===== src/rtl/edge_packet_fifo_if.sv =====
// Packet stream bundle between the SRAM packet controller, edge_packet_fifo
// and the Edge PE array: inbound packet, backpressure flags, per-PE dispatch.
`ifndef PACKET_SIZE
`define PACKET_SIZE 32
`endif
`ifndef Num_Edge_PE
`define Num_Edge_PE 4
`endif

interface edge_packet_fifo_if #(
  parameter int PKT_W = `PACKET_SIZE,
  parameter int N_PE  = `Num_Edge_PE
);
  logic                       mem2fifo_valid;
  logic [PKT_W-1:0]           mem2fifo_data;
  logic                       full;
  logic                       empty;
  logic [N_PE-1:0]            PE_ready;
  logic [N_PE-1:0]            fifo2PE_valid;
  logic [N_PE-1:0][PKT_W-1:0] fifo2PE_data;

  modport master (
    output mem2fifo_valid, mem2fifo_data, PE_ready,
    input  full, empty, fifo2PE_valid, fifo2PE_data
  );

  modport slave (
    input  mem2fifo_valid, mem2fifo_data, PE_ready,
    output full, empty, fifo2PE_valid, fifo2PE_data
  );
endinterface


===== src/rtl/edge_packet_fifo.sv =====
// Circular packet FIFO feeding the Edge PE array round-robin, one packet per cycle.
// Optional statistics (rx/tx counters, sticky overflow) under EDGE_PACKET_FIFO_STATS_EN.
`ifndef PACKET_SIZE
`define PACKET_SIZE 32
`endif
`ifndef Num_Edge_PE
`define Num_Edge_PE 4
`endif

module edge_packet_fifo_port #(
  parameter int PKT_W = `PACKET_SIZE
) (
  input  logic             clk,
  input  logic             reset,
  input  logic             load,
  input  logic [PKT_W-1:0] din,
  output logic             vld,
  output logic [PKT_W-1:0] dout
);
  always_ff @(posedge clk or negedge reset) begin
    if (!reset) begin
      vld  <= 1'b0;
      dout <= '0;
    end else begin
      vld  <= load;
      dout <= load ? din : '0;
    end
  end
endmodule

module edge_packet_fifo #(
  parameter int DEPTH = 16,
  parameter int SKID  = 2,
  parameter int N_PE  = `Num_Edge_PE,
  parameter int PKT_W = `PACKET_SIZE
) (
  input  logic            clk,
  input  logic            reset,
  input  logic            replay_iter_flag,
  edge_packet_fifo_if.slave bus
`ifdef EDGE_PACKET_FIFO_STATS_EN
  ,
  output logic [15:0]     rx_count,
  output logic [15:0]     tx_count,
  output logic            overflow
`endif
);
  localparam int PTR_W = $clog2(DEPTH);
  localparam int CNT_W = PTR_W + 1;
  localparam int RR_W  = (N_PE > 1) ? $clog2(N_PE) : 1;

  logic [PKT_W-1:0] mem [DEPTH];
  logic [PTR_W-1:0] wr_ptr, rd_ptr;
  logic [CNT_W-1:0] count;
  logic [RR_W-1:0]  rr_ptr, sel, rr_next;
  logic             found;
  logic             push, dispatch, drop;
  logic [N_PE-1:0]  port_load;
  int               idx;

  // Flush wins over both operations in the same cycle.
  assign push     = bus.mem2fifo_valid && (count != CNT_W'(DEPTH)) && !replay_iter_flag;
  assign dispatch = (count != '0) && (|bus.PE_ready) && !replay_iter_flag;
  assign drop     = bus.mem2fifo_valid && (count == CNT_W'(DEPTH)) && !replay_iter_flag;

  assign bus.full  = (count >= CNT_W'(DEPTH - SKID));
  assign bus.empty = (count == '0);

  // First ready PE at or after rr_ptr, wrapping past N_PE-1.
  always_comb begin
    sel   = '0;
    found = 1'b0;
    idx   = 0;
    for (int k = 0; k < N_PE; k++) begin
      idx = int'(rr_ptr) + k;
      if (idx >= N_PE) idx = idx - N_PE;
      if (!found && bus.PE_ready[idx]) begin
        found = 1'b1;
        sel   = RR_W'(idx);
      end
    end
  end

  assign rr_next = (sel == RR_W'(N_PE - 1)) ? '0 : sel + 1'b1;

  always_comb begin
    port_load = '0;
    if (dispatch) port_load[sel] = 1'b1;
  end

  // Array contents are intentionally not reset or flushed.
  always_ff @(posedge clk) begin
    if (push) mem[wr_ptr] <= bus.mem2fifo_data;
  end

  always_ff @(posedge clk or negedge reset) begin
    if (!reset) begin
      wr_ptr <= '0;
      rd_ptr <= '0;
      count  <= '0;
      rr_ptr <= '0;
    end else if (replay_iter_flag) begin
      wr_ptr <= '0;
      rd_ptr <= '0;
      count  <= '0;
      rr_ptr <= '0;
    end else begin
      if (push)     wr_ptr <= wr_ptr + 1'b1;
      if (dispatch) begin
        rd_ptr <= rd_ptr + 1'b1;
        rr_ptr <= rr_next;
      end
      case ({push, dispatch})
        2'b10:   count <= count + 1'b1;
        2'b01:   count <= count - 1'b1;
        default: count <= count;
      endcase
    end
  end

  for (genvar i = 0; i < N_PE; i++) begin : g_port
    logic             vld;
    logic [PKT_W-1:0] dout;
    edge_packet_fifo_port #(.PKT_W(PKT_W)) u_port (
      .clk  (clk),
      .reset(reset),
      .load (port_load[i]),
      .din  (mem[rd_ptr]),
      .vld  (vld),
      .dout (dout)
    );
    assign bus.fifo2PE_valid[i] = vld;
    assign bus.fifo2PE_data[i]  = dout;
  end

`ifdef EDGE_PACKET_FIFO_STATS_EN
  always_ff @(posedge clk or negedge reset) begin
    if (!reset) begin
      rx_count <= '0;
      tx_count <= '0;
      overflow <= 1'b0;
    end else if (replay_iter_flag) begin
      rx_count <= '0;
      tx_count <= '0;
      overflow <= 1'b0;
    end else begin
      if (push)     rx_count <= rx_count + 1'b1;
      if (dispatch) tx_count <= tx_count + 1'b1;
      if (drop)     overflow <= 1'b1;
    end
  end
`else
  // Without statistics a full-FIFO push is discarded silently.
  logic unused_drop;
  assign unused_drop = drop;
`endif
endmodule


===== src/flat_wrapper.sv =====
// flat-port wrapper written by rule: the top's interface ports become plain ports
module edge_packet_fifo_flat 
#(
  parameter int DEPTH = 16,
  parameter int SKID  = 2,
  parameter int N_PE  = `Num_Edge_PE,
  parameter int PKT_W = `PACKET_SIZE
)
  (clk, reset, replay_iter_flag, bus_mem2fifo_valid, bus_mem2fifo_data, bus_PE_ready, bus_full, bus_empty, bus_fifo2PE_valid, bus_fifo2PE_data);
  edge_packet_fifo_if #(.PKT_W(PKT_W), .N_PE(N_PE)) bus_i ();
  input  logic clk;
  input  logic reset;
  input  logic replay_iter_flag;
  input wire logic [$bits(bus_i.mem2fifo_valid)-1:0] bus_mem2fifo_valid;
  input wire logic [$bits(bus_i.mem2fifo_data)-1:0] bus_mem2fifo_data;
  input wire logic [$bits(bus_i.PE_ready)-1:0] bus_PE_ready;
  output wire logic [$bits(bus_i.full)-1:0] bus_full;
  output wire logic [$bits(bus_i.empty)-1:0] bus_empty;
  output wire logic [$bits(bus_i.fifo2PE_valid)-1:0] bus_fifo2PE_valid;
  output wire logic [$bits(bus_i.fifo2PE_data)-1:0] bus_fifo2PE_data;
  assign bus_i.mem2fifo_valid = bus_mem2fifo_valid;
  assign bus_i.mem2fifo_data = bus_mem2fifo_data;
  assign bus_i.PE_ready = bus_PE_ready;
  assign bus_full = bus_i.full;
  assign bus_empty = bus_i.empty;
  assign bus_fifo2PE_valid = bus_i.fifo2PE_valid;
  assign bus_fifo2PE_data = bus_i.fifo2PE_data;
  edge_packet_fifo #(.DEPTH(DEPTH), .SKID(SKID), .N_PE(N_PE), .PKT_W(PKT_W)) u_core (.clk(clk), .reset(reset), .replay_iter_flag(replay_iter_flag), .bus(bus_i));
endmodule

===== config.mk =====
export PLATFORM = sky130hd
export DESIGN_NAME = edge_packet_fifo_flat
export DESIGN_NICKNAME = d
export VERILOG_FILES = /design/src/rtl/edge_packet_fifo_if.sv /design/src/rtl/edge_packet_fifo.sv /design/src/flat_wrapper.sv
export SDC_FILE = /design/constraint.sdc
export NUM_CORES = 1
export LEC_CHECK = 0
export ABC_AREA = 1
export BUFFER_PORTS_ARGS = -buffer_cell sky130_fd_sc_hd__buf_2
export CORE_AREA = 10 10 240 242
export DETAILED_ROUTE_END_ITERATION = 12
export DIE_AREA = 0 0 250 252
export GPL_TIMING_DRIVEN = 0
export PLACE_DENSITY_LB_ADDON = 0.3
export REMOVE_ABC_BUFFERS = 1
export SLEW_MARGIN = 0
export SYNTH_ARGS = -nofsm -noshare
export SYNTH_HDL_FRONTEND = slang
export SYNTH_HIERARCHICAL = 1
export SYNTH_SLANG_ARGS = --single-unit

===== constraint.sdc =====
create_clock -name clk -period 8.4 [get_ports clk]
set_clock_uncertainty 0.15 [all_clocks]
set_input_delay 1.68 -clock clk [delete_from_list [all_inputs] [get_ports clk]]
set_output_delay 1.68 -clock clk [all_outputs]
set_load 0.02 [all_outputs]

# Yosys cells after proc, flatten, opt, wreduce, memory -nomap -nowiden
# Memory sizes are Yosys's and may differ from the RTL's.
# Index checks and enable logic that the tools add are counted.
[word_totals] register_bits=147 ramBits=512 out_inout_bits=134 elab_cells=99 mem_count=1
[mem_list] memory="u_core.mem" words=16 word_bits=32 read_ports=1 rd_clocked_by_memory_dff=0 wr=1 line="edge_packet_fifo.sv:52" rtl="logic [PKT_W-1:0] mem [DEPTH];"
[op_classes] addsub=12 n_lt_le_gt_ge=11 eq_ne=4 mux=41 n_reduce_logical=18
[ops] operator="two-way mux 32 bit" count=8
[ops] operator="less-than comparator 32 x 4 -> 1 bit, second input constant" count=4
[ops] operator=">= comparator 32 x 4 -> 1 bit, second input constant" count=3
[ops] operator="subtractor 32 x 4 -> 32 bit, second input constant" count=3
[ops] operator="two-way mux 4 bit" count=5
[ops] operator="two-way mux 1 bit" count=14
[ops] operator="two-way mux 2 bit" count=7
[ops] operator="case mux 5 bit (2 select lines)" count=1
[ops] operator="adder 4 x 1 -> 4 bit, second input constant" count=2
[ops] operator="binary-select mux 1 bit (select 2 bit)" count=4
[ops] operator="logical AND 1 bit" count=8
[ops] operator="adder 2 x 2 -> 3 bit, second input constant" count=2
[ops] operator="adder 5 x 1 -> 5 bit, second input constant" count=1
[ops] operator=">= comparator 5 x 4 -> 1 bit, second input constant" count=1
[ops] operator="logical NOT 5 bit" count=1
[ops] operator="two-way mux 5 bit" count=1
[ops] operator="inequality test 5 bit, second input constant" count=1
[ops] operator="nonzero test 5 bit" count=1
[ops] operator="subtractor 5 x 1 -> 5 bit, second input constant" count=1
[ops] operator="== test 2 bit, second input constant" count=2
[ops] operator="logical NOT 1 bit" count=4
[ops] operator="nonzero test 2 bit" count=2
[ops] operator="OR reduction 4 bit" count=1
[ops] operator="subtractor 2 x 3 -> 4 bit, second input constant" count=1
[ops] operator="8 further kinds" count=8

# Logic depth before layout (Yosys ltp)
# Gate-level depths: netlist (run 1).
[depth] word_depth=21 depth_mapped=18 ltp_nobuf=16

# By module
# The synthesis (run 1) kept the hierarchy.
[by_module_without_submodules] mod="edge_packet_fifo" n_inst=1 cells_per_inst=1752 area_each_um2=21617.0 seq_area_each_um2=15750.1
[by_module_without_submodules] mod="edge_packet_fifo_port" n_inst=4 cells_per_inst=100 area_each_um2=1099.8 seq_area_each_um2=825.8

# Worst setup path before layout (run 1)
# Ideal clock, no wire load.
[synth_timing] path_kind="input-to-reg" from="input replay_iter_flag" to="memory u_core/mem[0][0] in the netlist's numbering, enable pin" setup_time_ns=0.421 t_arrival_ns=3.546 required_time_ns=7.829 setup_slack_ns=4.283 path_stages=5 path_buffers=0 cell_sequence="clkinv_1 nand3_1 inv_1 nand2_1 nor2_1"
[synth_between] elab_chain_cells=4
[synth_rtl] element="start, declared" line="flat_wrapper.sv:13" rtl="input logic replay_iter_flag;"
[synth_rtl] element="logical NOT 1 bit" line="edge_packet_fifo.sv:62" rtl="assign push = bus.mem2fifo_valid && (count != CNT_W'(DEPTH)) && !replay_iter_flag;"
[synth_rtl] element="logical AND 1 bit" line="edge_packet_fifo.sv:62"
[synth_rtl] element="two-way mux 1 bit" line="edge_packet_fifo.sv:93" rtl="if (push) mem[wr_ptr] <= bus.mem2fifo_data;"
[synth_rtl] element="two-way mux 1 bit (not written as such)" line="edge_packet_fifo.sv:93"
[synth_rtl] element="end, declared" line="edge_packet_fifo.sv:52"
# No other way between the ends.

# Worst setup path after layout (run 1)
[layout_timing] from="register u_core.rd_ptr[2]" to="register u_core.g_port[0].u_port.dout[19]"
[layout_between] elab_chain_cells=2
[layout_rtl] element="start, declared" line="edge_packet_fifo.sv:53" rtl="logic [PTR_W-1:0] wr_ptr, rd_ptr;"
[layout_rtl] element="start signal, assigned" line="edge_packet_fifo.sv:110" rtl="rd_ptr <= rd_ptr + 1'b1;"
[layout_rtl] element="memory read (16 x 32 bit)"
[layout_rtl] element="two-way mux 32 bit" line="edge_packet_fifo.sv:26" rtl="dout <= load ? din : '0;"
[layout_rtl] element="end signal, assigned" line="edge_packet_fifo.sv:26"
[layout_rtl] element="end, declared" line="edge_packet_fifo.sv:18" rtl="output logic [PKT_W-1:0] dout"
# No other way between the ends.
# A chain may end at the register's enable or synchronous reset.

==> results.md, run 1 <==
* Critical path class: reg2reg
* Mapped Cells at 2152
* Cell Area, Placed at 27900 sq um
* Cts bufs inserted at between 60 and 70
* ANT nets after route at 0
* Ports at 174
* Synth top area share at 59.1%
* Finished Core Util at 57.1%
* First-pass GRT wire length at ~93 mm
* Vias/cell at 5.38
* Cts repair resizes at 0
* Post-DP HPWL at 35.9 mm
* Clock power frac at between 30 and 40%
* Row cnt at between 80 and 90
* Maximum clock path buffer count at 3
* Post-route clock period utilization at 46.2%
* Drt pass-1 iters at 7
* I/O Buffers at 173
* Worst-path clk slew at 0.07 ns
* FMAX at 258 MHz
* Final setup vio count at 0
* Grt ovf at 0
* Max-slew headroom at 30.1%
* Slew Viols, Final at 0
* Largest net degree at the start of global routing at between 100 and 150
* Sequential share of power at between 40 and 50%
* Gp weighted congestion at 0.786
* Cells after DPL at between 2000 and 3000
* CTS tree: yes
* Initial antenna violation count at 4
* Die area at approximately 63000 sq um
* Layout area overhead at 15.2%
* GR Util All Layers at 19.0%
* Sequential Area at around 19000 sq um
* Starting Density at 49.6%
* P_int at 6.08 mW
* Hold Crit Class: reg2reg
* Sequential cell area fraction in the yosys report at 73.2%
* Cell area after synthesis at 26000 sq um
* Iter 0 DRT Violations at between 1500 and 2000
* Via count at 16388
* Max rail drop VDD at between 0.0002 and 0.00025 V
* Die Y at 252 um
* Post-CTS Hold Buffers at 0
* Core Footprint at 52400 sq um
* Count of cell types in the netlist at 30
* Nets at 2358
* Critical Path AT at approximately 4.2 ns
* Worst setup EP type: register
* Setup TNS at 0 ns
* CP max FO at 33
* Yosys warnings at 6
* CP startpoint kind: register
* WP data required at 8.76 ns
* RSZ-0062 raised after global routing: false
* Worst-Margin Slew at 1.05 ns
* H-tree levels at 2
* Switching power at 3.01 mW
* Area leader, netlist: edfxtp_1
* Total clock sinks at 659
* Final Cell Area at 30000 sq um
* Number of global-route vias before repair at 16067
* Filler instances at a little over 4000
* PwrDens at between 300 and 400 nW/um^2
* Avg Cell Area, Syn at ~12 sq um
* Combinational share of power at 27.0%
* Root buffer cell: clkbuf_16
* Setup bufs post-CTS at 0
* Fraction of layout cells with a size suffix above 1 at 14.5%
* Non-Filler Instances at 3048
* Routed WL at 60.8 mm
* Worst skew pair latency at around 0.63 ns
* Status: finished, final reports clean
* Multi-input logic area at 5380 sq um
* Final Hold Vio Count at 0
* Routed WL per cell at ~20 um
* Switching share of total power at 33.1%
* Lkg Pwr at 12.6 nW
* Synthesized flop and latch total at about 660
* Die X at 250 um
* Largest cells by area after synthesis: edfxtp_1 (59%), dfrtp_1 (14%), nand2_1 (6.3%)
* Period minus WS final at 3.88 ns
* # Max-Cap Violations at 0
* DRC Markers at 0
## per-stage QoR
step | total power, mW | setup WS [ns] | hold WS [ns]
4_1_cts | 9.15 | 4.52 | 0.363
3_3_place_gp | 6.38 | -8.89 | 0.345
2_1_floorplan | 5.54 | -1.58 | 0.317
6_report | 9.09 | 4.52 | 0.363
5_1_grt | 9.55 | 4.41 | 0.408
3_5_place_dp | 6.36 | 4.27 | 0.348
## critical path, cell delays in order (launching register included)
cell       delay [ns]
dfrtp_1          0.87
inv_2            0.57
buf_12           0.35
nor2_4           0.60
buf_12           0.27
buf_12           0.21
nand2_1          0.08
o2111ai_1        0.18
nand2_1          0.24
nand2_1          0.15
inv_1            0.05
## final cells by class
type	instances	area share [%]
Sequential cell	659	63.6
Antenna cell	2	0.0167
Clock inverter	17	0.572
Multi-Input combinational cell	1108	18.0
Timing Repair Buffer	204	5.18
Tap cell	688	2.87
Inverter	271	3.43
Clock buffer	99	6.36
## per-layer routing
| metal | routed length [um] | GRT usage, % |
|---|---|---|
| met5 | 23 | 0 |
| met4 | 1570 | 6.40 |
| met3 | 4510 | 3.39 |
| met2 | 29900 | 32.3 |
| met1 | 24800 | 24.2 |
## worst paths after layout
check                                  from  slack (ns)  cells after the start                          endpoint
setup reg to reg           u_core/rd_ptr[2]        4.52                     10  u_core/g_port[0].u_port/dout[19]
hold / removal              u_core/count[0]        0.36                      1                   u_core/count[0]
setup / recovery           u_core/rd_ptr[2]        4.52                     10  u_core/g_port[0].u_port/dout[19]
min in group asynchronous             reset        0.83                      1                   u_core/count[2]
max in group asynchronous             reset        6.38                      2  u_core/g_port[1].u_port/dout[17]
hold reg to reg             u_core/count[0]        0.36                      1                   u_core/count[0]
## layout by cell type (no fill, tap or decap), types with 13 or more instances in the layout
cell / n
inv_1: 258
nor2_4: 21
dfrtp_1: 144
clkbuf_16: 66
buf_2: 172
edfxtp_1: 512
o211ai_1: 69
buf_12: 23
o2111ai_1: 55
nand3_1: 74
o21ai_1: 66
a21oi_1: 40
o21ai_0: 98
clkbuf_8: 13
nand2_1: 438
clkbuf_1: 20
nor2_1: 218
## sequential cells by signal, indices dropped and copies added (netlist names)
signal / flops
u_core/count: 5
u_core/g_port.u_port/dout: 128
u_core/g_port.u_port/vld: 4
u_core/mem: 512
u_core/rd_ptr: 4
u_core/rr_ptr: 2
u_core/wr_ptr: 4
## cells by family after synthesis
group / count (synthesis) / synth area share [%]
AO/OA/AOI/OAI: 329 / 7.79
XOR/XNOR: 3 / 0.101
adder cells (fa/ha/maj): 13 / 0.654
buffers and inverters: 385 / 6.65
flip-flops: 659 / 73.2
AND/OR/NAND/NOR: 763 / 11.6
## synth_stat cells, drive strengths merged
master	count
edfxtp	512
nand2	443
inv	269
nor2	239
o21ai	164
dfrtp	147
buf	94
nand3	75
o211ai	69
o2111ai	55
a21oi	40
clkbuf	20
ha	12
nand4	3
clkinv	2
nor3	2
xor2	2
fa	1
nand3b	1
o22ai	1
xnor2	1
## power groups by stage
stage                     logic (mW)  registers, mW  clock network (mW)
after floorplan                 1.31           4.23                   0
after global placement          2.23           4.15                   0
after detailed placement        2.45           3.91                   0
after CTS                       2.46           3.84                2.84
after global routing            2.71           3.86                2.97
final                           2.46           3.84                2.79
(Power assumes the default switching activity.)
==> run 2: changes to the inputs <==
- clock period: 8.4 -> 4 ns (I/O delays scaled with it)
==> run 2 against run 1 <==
Compared with the run above: combinational power rose by 110%; fmax shrank 1.4%; via count rose by 0.15%; global-route usage about the same; clock power grew 110%; non-clock buffer count is 1 higher; sequential power up 110%; critical path type unchanged; critical endpoint unchanged; highest routed layer unchanged.
==> results.md, run 2 (synthesized netlist as in run 1, its figures left out) <==
* Multi-input logic area at 5380 sq um (unchanged)
* Final Power at 19.1 mW (+110%)
* Final Hold Vio Count at 0 (unchanged)
* GR Util All Layers at 19.0% (about the same)
* Setup bufs post-CTS at 0 (unchanged)
* Nets at 2359 (+0.042%)
* Routed WL at 61.0 mm (+0.27%)
* Finished Core Util at 57.2% (about the same)
* Max stage delay cell, worst path: dfrtp_1
* Max incr delay on CP at 0.90 ns (+0.03 ns)
* Hold_ws at 0.363 ns (+0.000147 ns)
* Sequential Area at 19100 sq um (unchanged)
* Number of flip-flops in the largest register at 512 (unchanged)
* Buf/Inv on CP at 5 (unchanged)
* Critical Path AT at 4.29 ns (+0.06 ns)
* Drt pass-1 iters at 5 (-2)
* # Max-Cap Violations at 0 (unchanged)
* WP data required at 4.35 ns (-4.41 ns)
* Worst-path clk slew at 0.07 ns (about the same)
* Filler instances at 4092 (unchanged)
* Cells after DPL at 2930 (unchanged)
* Period minus WS final at 3.93 ns (+0.0534 ns)
* Hold Crit Class: reg2reg
* Critical path class: reg2reg
* Max-slew headroom at 31.2% (+1.1 points)
* Vias/cell at 5.38 (+0.12%)
* Die X at 250 um (unchanged)
* Largest regs: u_core/mem: 512 flops, u_core/g_port.u_port/dout: 128 flops, u_core/count: 5 flops
* Core Footprint at 52400 sq um (unchanged)
* Post-DP HPWL at 35.9 mm (unchanged)
* Most common cell after layout, fill and taps aside: edfxtp_1
* Status: finished, final reports clean
* Row cnt at 84 (unchanged)
* CP top delay family: buffers and inverters
* Top reg by flops: u_core/mem
* Grt ovf at 0 (unchanged)
* First-pass GRT wire length at 93.5 mm (about the same)
* Final setup vio count at 0 (unchanged)
* Setup TNS at 0 ns (unchanged)
* ANT nets after route at 0 (unchanged)
* Post-route clock period utilization at 98.3% (+52 points)
* Crit-path cells: inv_2 > buf_12 > nor2_4 > buf_12 > buf_12 > nand2_1 > o2111ai_1 > nand2_1 > nand2_1 > inv_1
* Routed WL per cell at 20.0 um (+0.23%)
* Most frequent cells in the layout: edfxtp_1 (512), nand2_1 (438), inv_1 (258)
* Die Y at 252 um (unchanged)
* Gp weighted congestion at 0.786 (unchanged)
* Worst-Margin Slew at 1.03 ns (-0.0167 ns)
* Slew Viols, Final at 0 (unchanged)
* CP max FO at 33 (unchanged)
* Cts bufs inserted at 61 (unchanged)
* Worst skew pair latency at 0.63 ns (about the same)
* RSZ-0062 raised after global routing: false
* PwrDens at 637 nW/um^2 (+110%)
* Initial antenna violation count at 4 (unchanged)
* Max rail drop VDD at 0.000507 V (+110%)
* Layout area overhead at 15.2% (about the same)
* Lkg Pwr at 12.6 nW (about the same)
* FMAX at 254 MHz (-1.4%)
* Maximum clock path buffer count at 3 (unchanged)
* Cts repair resizes at 0 (unchanged)
* Largest net degree at the start of global routing at 103 (unchanged)
* I/O Buffers at 173 (unchanged)
* Worst setup EP type: register
* Number of global-route vias before repair at 16073 (+0.037%)
* CTS tree: yes
* Ports at 174 (unchanged)
* Iter 0 DRT Violations at 1508 (-5.9%)
* CP startpoint kind: register
* Die area at 63000 sq um (unchanged)
* DRC Markers at 0 (unchanged)
* Starting Density at 49.6% (unchanged)
* Via count at 16413 (+0.15%)
* Non-Filler Instances at 3049 (+0.033%)
* H-tree levels at 2 (unchanged)
* Fraction of layout cells with a size suffix above 1 at 14.5% (about the same)
* Root buffer cell: clkbuf_16
* Total clock sinks at 659 (unchanged)
run 2: changes by cell type in the layout (fill, tap and decap cells not counted):
cell,before,now
dlygate4sd3_1,0,1
run 2: metal layers:
| layer | routed length, um | global-route usage, % | vias to the layer above | part of all wire, % |
|---|---|---|---|---|
| li1 | - | - | 7589 | - |
| met1 | 24800 | 24.2 | 8090 | 41 |
| met2 | 30100 | 32.3 | 612 | 49 |
| met3 | 4610 | 3.39 | 118 | 7.6 |
| met4 | 1480 | 6.40 | 4 | 2.4 |
| met5 | 23 | 0 | - | 0.038 |
run 2: area by class of cell:
cell class | instances | area share, %
Antenna cell | 2 | 0.0167
Clock buffer | 99 | 6.36
Clock inverter | 17 | 0.572
Inverter | 271 | 3.43
Multi-Input combinational cell | 1108 | 18.0
Sequential cell | 659 | 63.6
Tap cell | 688 | 2.87
Timing Repair Buffer | 205 | 5.21
run 2: timing repair:
action,in CTS,in global routing
hold endpoints to repair,45,0
endpoints found under the setup margin,0,0
hold buffers,1,0
run 2: path summary, 6_finish.rpt:
| check | startpoint | end | slack [ns] | cells past startpoint |
|---|---|---|---|---|
| worst max-delay path | u_core/rd_ptr[2] | u_core/g_port[0].u_port/dout[19] | 0.07 | 10 |
| worst min-delay path | u_core/count[0] | u_core/count[0] | 0.36 | 1 |
| worst max register to register | u_core/rd_ptr[2] | u_core/g_port[0].u_port/dout[19] | 0.07 | 10 |
| worst min register to register | u_core/count[0] | u_core/count[0] | 0.36 | 1 |
| max in group asynchronous | reset | u_core/g_port[1].u_port/dout[17] | 2.28 | 3 |
| min in group asynchronous | reset | u_core/g_port[1].u_port/dout[31] | 0.53 | 2 |
run 2: metrics by stage:
| stage | area (sq um) | setup WS, ns |
|---|---|---|
| 6_report | 30000 | 0.0683 |
| 3_3_place_gp | 27000 | -13.29 |
| 2_1_floorplan | 25300 | -5.98 |
| 4_1_cts | 30000 | 0.116 |
| 5_1_grt | 30000 | 0.0122 |
| 3_5_place_dp | 27900 | 0.128 |
run 2: worst reg2reg max path, cell delays in order, from the launching register on:
cell       delay, ns
dfrtp_1         0.90
inv_2           0.60
buf_12          0.36
nor2_4          0.63
buf_12          0.27
buf_12          0.22
nand2_1         0.08
o2111ai_1       0.18
nand2_1         0.24
nand2_1         0.16
inv_1           0.05
run 2: power by group:
| group | total [mW] | switching, mW | internal, mW |
|---|---|---|---|
| logic | 5.16 | 3.65 | 1.51 |
| clock network | 5.87 | 2.42 | 3.45 |
| registers | 8.07 | 0.253 | 7.81 |
| total | 19.1 | 6.32 | 12.8 |
